==> src/rtl/ahb_lite_pkg.sv <==
// AHB-Lite encodings and the phase-register type shared by the AHB-Lite initiator.
package ahb_lite_pkg;

    localparam int AHB_ADDR_W = 32;
    localparam int AHB_DATA_W = 32;

    localparam logic [1:0] HTRANS_IDLE   = 2'b00;
    localparam logic [1:0] HTRANS_BUSY   = 2'b01;
    localparam logic [1:0] HTRANS_NONSEQ = 2'b10;
    localparam logic [1:0] HTRANS_SEQ    = 2'b11;

    localparam logic [2:0] HSIZE_BYTE = 3'b000;
    localparam logic [2:0] HSIZE_HALF = 3'b001;
    localparam logic [2:0] HSIZE_WORD = 3'b010;

    localparam logic [2:0] HBURST_SINGLE = 3'b000;
    localparam logic [3:0] HPROT_DEFAULT = 4'b0011;

    typedef struct packed {
        logic                  valid;
        logic                  write;
        logic [AHB_ADDR_W-1:0] addr;
        logic [2:0]            size;
        logic [AHB_DATA_W-1:0] wdata;
    } phase_t;

endpackage

==> src/rtl/ahb_lite_master.sv <==
// AHB-Lite single-transfer initiator; the address phase of one command overlaps the data phase of the previous.
// Optional AHB_MASTER_HRESP_EN adds HRESP/rsp_error: an ERROR response aborts the pending address phase.
module ahb_lite_master
    import ahb_lite_pkg::*;
#(
    parameter int ADDR_W = AHB_ADDR_W,
    parameter int DATA_W = AHB_DATA_W
) (
    input  logic              HCLK,
    input  logic              HRESETn,
    // Command transfers on a rising HCLK edge where cmd_valid && cmd_ready; the
    // payload must stay stable while cmd_valid is high and cmd_ready low. The
    // response side has no ready: rsp_valid is a single-cycle strobe.
    input  logic              cmd_valid,
    output logic              cmd_ready,
    input  logic              cmd_write,
    input  logic [ADDR_W-1:0] cmd_addr,
    input  logic [2:0]        cmd_size,
    input  logic [DATA_W-1:0] cmd_wdata,
    output logic              rsp_valid,
    output logic              rsp_write,
    output logic [DATA_W-1:0] rsp_rdata,
`ifdef AHB_MASTER_HRESP_EN
    output logic              rsp_error,
    input  logic              HRESP,
`endif
    output logic [ADDR_W-1:0] HADDR,
    output logic [1:0]        HTRANS,
    output logic              HWRITE,
    output logic [2:0]        HSIZE,
    output logic [2:0]        HBURST,
    output logic [3:0]        HPROT,
    output logic              HMASTLOCK,
    output logic [DATA_W-1:0] HWDATA,
    input  logic [DATA_W-1:0] HRDATA,
    input  logic              HREADY
);

    phase_t            a_q;
    phase_t            cmd_ph;
    logic              d_valid_q;
    logic              d_write_q;
    logic [DATA_W-1:0] hwdata_q;
    logic              accept;

    assign cmd_ready = !a_q.valid || HREADY;
    assign accept    = cmd_valid && cmd_ready;

    always_comb begin
        cmd_ph       = '0;
        cmd_ph.valid = 1'b1;
        cmd_ph.write = cmd_write;
        cmd_ph.addr  = AHB_ADDR_W'(cmd_addr);
        cmd_ph.size  = cmd_size;
        cmd_ph.wdata = AHB_DATA_W'(cmd_wdata);
    end

`ifdef AHB_MASTER_HRESP_EN
    // First cycle of a two-cycle ERROR: the queued address phase must not proceed.
    logic err_first;
    logic drop_q;
    logic drop_write_q;
    assign err_first = HRESP && !HREADY && a_q.valid && d_valid_q;
`endif

    // D keeps only what the data phase needs; HWDATA holds across reads and idles.
    always_ff @(posedge HCLK or negedge HRESETn) begin
        if (!HRESETn) begin
            a_q       <= '0;
            d_valid_q <= 1'b0;
            d_write_q <= 1'b0;
            hwdata_q  <= '0;
        end else if (HREADY) begin
            d_valid_q <= a_q.valid;
            d_write_q <= a_q.write;
            if (a_q.valid && a_q.write) hwdata_q <= DATA_W'(a_q.wdata);
            if (accept) a_q <= cmd_ph;
            else        a_q.valid <= 1'b0;
        end else begin
`ifdef AHB_MASTER_HRESP_EN
            if (err_first) a_q.valid <= 1'b0;
            else
`endif
            if (accept) a_q <= cmd_ph;
        end
    end

    always_ff @(posedge HCLK or negedge HRESETn) begin
        if (!HRESETn) begin
            rsp_valid    <= 1'b0;
            rsp_write    <= 1'b0;
            rsp_rdata    <= '0;
`ifdef AHB_MASTER_HRESP_EN
            rsp_error    <= 1'b0;
            drop_q       <= 1'b0;
            drop_write_q <= 1'b0;
`endif
        end else begin
            rsp_valid <= 1'b0;
            if (HREADY && d_valid_q) begin
                rsp_valid <= 1'b1;
                rsp_write <= d_write_q;
                rsp_rdata <= d_write_q ? '0 : HRDATA;
`ifdef AHB_MASTER_HRESP_EN
                rsp_error <= HRESP;
`endif
            end
`ifdef AHB_MASTER_HRESP_EN
            else if (drop_q) begin
                rsp_valid <= 1'b1;
                rsp_write <= drop_write_q;
                rsp_rdata <= '0;
                rsp_error <= 1'b1;
                drop_q    <= 1'b0;
            end
            if (err_first) begin
                drop_q       <= 1'b1;
                drop_write_q <= a_q.write;
            end
`endif
        end
    end

    assign HADDR     = ADDR_W'(a_q.addr);
    assign HTRANS    = a_q.valid ? HTRANS_NONSEQ : HTRANS_IDLE;
    assign HWRITE    = a_q.write;
    assign HSIZE     = a_q.size;
    assign HBURST    = HBURST_SINGLE;
    assign HPROT     = HPROT_DEFAULT;
    assign HMASTLOCK = 1'b0;
    assign HWDATA    = hwdata_q;

endmodule

==> config.mk <==
export PLATFORM = sky130hd
export DESIGN_NAME = ahb_lite_master
export DESIGN_NICKNAME = d
export VERILOG_FILES = /design/src/rtl/ahb_lite_pkg.sv /design/src/rtl/ahb_lite_master.sv
export SDC_FILE = /design/constraint.sdc
export NUM_CORES = 1
export LEC_CHECK = 0
export CORE_ASPECT_RATIO = 0.75
export CORE_MARGIN = 4
export CORE_UTILIZATION = 40
export CTS_CLUSTER_DIAMETER = 50
export CTS_CLUSTER_SIZE = 16
export DETAILED_ROUTE_END_ITERATION = 8
export PLACE_DENSITY = 0.77
export SLEW_MARGIN = 20
export SYNTH_ARGS = -nofsm -noshare
export SYNTH_HDL_FRONTEND = slang
export SYNTH_SLANG_ARGS = --single-unit
==> constraint.sdc <==
create_clock -name HCLK -period 1.2 [get_ports HCLK]
set_input_delay 0.24 -clock HCLK [delete_from_list [all_inputs] [get_ports HCLK]]
set_output_delay 0.24 -clock HCLK [all_outputs]
set_load 0.02 [all_outputs]
* Yosys cells after proc, flatten, opt, wreduce, memory -nomap -nowiden
Cells that the tools add are included.
** Storage, ports and cells
- Register bits after elaboration :: 137
- Bits of input ports :: 104
- Output and inout port bits :: 113
- Logic and storage cells :: 25
** Operators by class
- Multiplexer cells :: 7
- Reductions and logical operators :: 7
** Operators with widths (number)
- two-way mux 69 bit :: 2
- two-way mux 68 bit :: 1
- two-way mux 32 bit :: 1
- logical AND 1 bit :: 3
- two-way mux 1 bit :: 2
- two-way mux 2 bit :: 1
- AND reduction 2 bit :: 1
- nonzero test 2 bit :: 1
- logical NOT 1 bit :: 1
- logical OR 1 bit :: 1

* Longest topological paths before layout
- Depth in word-level cells :: 5
- Mapped depth :: 5
- Mapped depth without buffers :: 3

* Worst setup path after synthesis
OpenSTA, ideal clock, no wires.
- Path type :: register to register
- Start point :: register a_q, in the netlist HWRITE
- End point :: register hwdata_q[10] (netlist: HWDATA[10])
- Setup time :: 125 ps
- Arrival :: 1193 ps
- Required time :: 1075 ps
- Setup slack :: -118 ps
- Stages on the path, launching flop included :: 4
- Path buffers :: 1
- Period minus slack after synthesis :: 1318 ps
- Path through :: dfrtp_1 -> nand3_1 -> buf_2 -> mux2_2
** Between the ends
- Cells in the longest elaborated chain, start to end :: 2
** Ends and longest elaborated chain
- from (decl) :: line ahb_lite_master.sv:39 : phase_t a_q;
- from (signal assigned) :: line ahb_lite_master.sv:77 : if (accept) a_q <= cmd_ph;
- from (signal assigned) :: line ahb_lite_master.sv:84 : if (accept) a_q <= cmd_ph;
- logical AND 1 bit :: line ahb_lite_master.sv:76 : if (a_q.valid && a_q.write) hwdata_q <= DATA_W'(a_q.wdata);
- AND reduction 2 bit (no line)
- to (signal assigned) :: line ahb_lite_master.sv:76
- to (decl) :: line ahb_lite_master.sv:43 : logic [DATA_W-1:0] hwdata_q;
Every way passes these cells.
A chain may end at the register's enable or synchronous reset.

* Worst setup path after layout
- Start point :: register a_q[68] (netlist name)
- End point :: register a_q, in the netlist HADDR[20]
** Between the ends
- Cells in the longest elaborated chain, start to end :: 3
** Ends and longest elaborated chain
- logical NOT 1 bit :: line ahb_lite_master.sv:46 : assign cmd_ready = !a_q.valid || HREADY;
- logical OR 1 bit :: line ahb_lite_master.sv:46
- logical AND 1 bit :: line ahb_lite_master.sv:47 : assign accept = cmd_valid && cmd_ready;
Every way passes these cells.

==> summary.txt <==
Status
  – Status: complete, but fails checks
  – Violated checks: negative setup slack

Die
  – # IOs: 217
  – Die W: 145 microns
  – Height of the chip: 111 microns
  – Row count: 37
  – Die ar.: around 16000 sq um
  – Initial Util: 41.0%
  – Core area: 13700 sq um

Synthesis
  – Post-Syn Area: 5640 sq um
  – Warning count from the yosys run: 0
  – Yosys reg bits: ~140
  – Syn Inst Count: a little over 400
  – Register area share after synthesis: 60.8%
  – Mean Syn Cell Area: about 14 sq um
  – Unique masters post-synth: 16

Global routing
  – Largest net degree at the start of global routing: 45
  – First-pass GRT wire length: 22300 microns
  – Vias in the first global route: 4272
  – Total GRT Usage: 17.3%
  – Initial antenna violation count: 0
  – GRT overflow: 0

Finish
  – Most frequent cells in the layout: dfrtp_1, buf_6, clkdlybuf4s50_1, mux2_2, buf_4
  – Fillers: 958
  – Most common cell after layout, fill and taps aside: dfrtp_1
  – Layout cells sized above 1: approximately half
  – Final #Nets: ~760
  – Area delta synth->final: 59.7%
  – Sequential cell area: 3430 sq um
  – ANT cells: 0
  – Area of the multi-input gates: 1810 sq um

Timing
  – Slew Viols, Final: 0
  – Final worst-path cycle share: 112%
  – Setup violations, final: 108
  – Max Clk Rate: 0.745 GHz
  – RSZ-0062 raised after global routing: yes
  – Final Hold Vio Count: 0
  – Min Tclk post-route: 1.34 ns
  – Post-route worst setup slack: -0.143 ns
  – Clock Skews: 0.00358 ns
  – Hold Slack: approximately 0.28 ns

Power
  – Maximum vdd drop: 1.17 mV
  – Cell Pwr Density: 1850 nW/um^2
  – Pleak: between 4 and 5 nW

Placed design
  – GPL Wtd Cong: around 0.8
  – PortBufs: about 210
  – HPWL after detailed placement: 9520 microns
  – Post-Place Setup Slack: -0.533 ns

Min path
  – Worst min path class: in2async

Setup path
  – Setup CP Type: reg2reg
  – Worst Path Required: roughly 1.5 ns
  – Worst reg-to-reg path cell count: 4
  – Critical Path AT: 1.64 ns
  – Crit Path Max Fanout: 10
  – Origin of the critical flop-to-flop path: a_q[68]
  – CP startpoint kind: register
  – CP Capture Type: register
  – Worst Setup SP: a_q[68]

Routing
  – Post-route ant nets: 0
  – Post-route DRC violation count: 0
  – Mean routed wirelength per cell: 17.2 microns
  – Vias per inst: about 4.7
  – Top Layer Used: met4
  – Met1 WL: a little over 6000 microns
  – DRT iter0 DRCs: 142
  – WL met3: 1060 microns
  – Drt pass-1 iters: 5
  – Vias: 3975
  – DRT Wirelength: 14600 microns
  – Met2 wire length: 7040 microns

CTS
  – Cts bufs inserted: 17
  – Clock tree root driver cell: clkbuf_16
  – CTS tree: done
  – Clk slew on worst S/H paths: around 0.060 ns
  – CTS max path bufs: 2
  – CTS sink count: between 100 and 150
  – H-tree depth: 4
  – Clk_lat worst skew: 0.41 ns

Run
  – Max_cap viols: 0
[power breakdown]
part / switching (mW) / internal (mW)
Clock: 2.00 / 2.91
Sequential: 0.715 / 5.60
Combinational: 2.29 / 3.18
[what timing repair did]
item,4_1_cts,5_1_grt
hold buffers,1,0
setup buffers,27,25
gates cloned,0,4
endpoints found under the setup margin,204,207
endpoints found under the hold margin,30,0
resized for setup,617,18
[area by class of cell]
| type | count | area share, % |
|---|---|---|
| Timing Repair Buffer | 287 | 33.2 |
| Inverter | 1 | 0.0417 |
| Sequential cell | 137 | 38.1 |
| Tap cell | 175 | 2.43 |
| Multi-Input combinational cell | 213 | 20.1 |
| Clock buffer | 18 | 4.87 |
| Clock inverter | 14 | 1.36 |
[metrics by stage]
stage | total power [mW] | std cells | TNS (ns) | instance area (sq um) | utilization [%]
2_1_floorplan | 8.65 | 416 | -6.54 | 5690 | -
3_3_place_gp | 10.8 | 756 | -52.23 | 7770 | 56.5
3_5_place_dp | 11.0 | 756 | -55.37 | 7770 | 56.5
4_1_cts | 16.5 | 816 | -10.72 | 8650 | 62.9
5_1_grt | 17.5 | 845 | -16.68 | 9010 | 65.5
6_report | 16.7 | 845 | -9.76 | 9010 | 65.5
[per-layer routing]
metal  vias to the layer above  GRT usage (%)
li1                       1822              -
met4                         0           6.96
met2                       158           27.9
met1                      1973           20.9
met5                         -              0
met3                        22           6.87
[cells by family (layout without fill, tap and decap cells)]
family          Yosys count  in the layout  share of synthesized area (%)
mux                     103            103                           21.9
buf+inv                  66            320                           8.00
compound gates           32             32                           2.84
simple gates             69             69                           6.39
other cells               2              9                          0.133
flops                   137            137                           60.8
[flip-flops by register name (all words and copies together), names as in the netlist]
signal and count:
a_q 33, HADDR 32, HWDATA 32, rsp_rdata 32, HSIZE 3, HWRITE 1, d_valid_q 1, d_write_q 1
rsp_valid 1, rsp_write 1
[worst paths after layout]
path / end / slack, ns
max reg2reg: HADDR[20] / -0.14
max: HADDR[20] / -0.14
min: HADDR[12] / 0.28
min in group HCLK: rsp_rdata[8] / 0.39
max in group asynchronous: a_q[9] / 0.40
min reg2reg: HWDATA[3] / 0.50
[cells in the mapped netlist]
library cell	n	area, sq um
buf_2	10	50.1
buf_4	45	338
buf_6	3	33.8
clkbuf_1	7	26.3
conb_1	2	7.51
dfrtp_1	137	3430
inv_1	1	3.75
mux2_2	83	935
mux2_4	20	300
nand2_1	33	124
nand2_4	1	11.3
nand2b_1	33	206
nand2b_4	1	13.8
nand3_1	1	5.00
o21ai_0	31	155
o21ai_1	1	5.00
[critical path, stage by stage, from the launching register on]
cell	delay (ns)
dfrtp_2	0.44
nand2b_4	0.12
nand2_8	0.13
clkbuf_16	0.22
mux2_4	0.31
No activity file was read; power rests on OpenSTA's default activity.
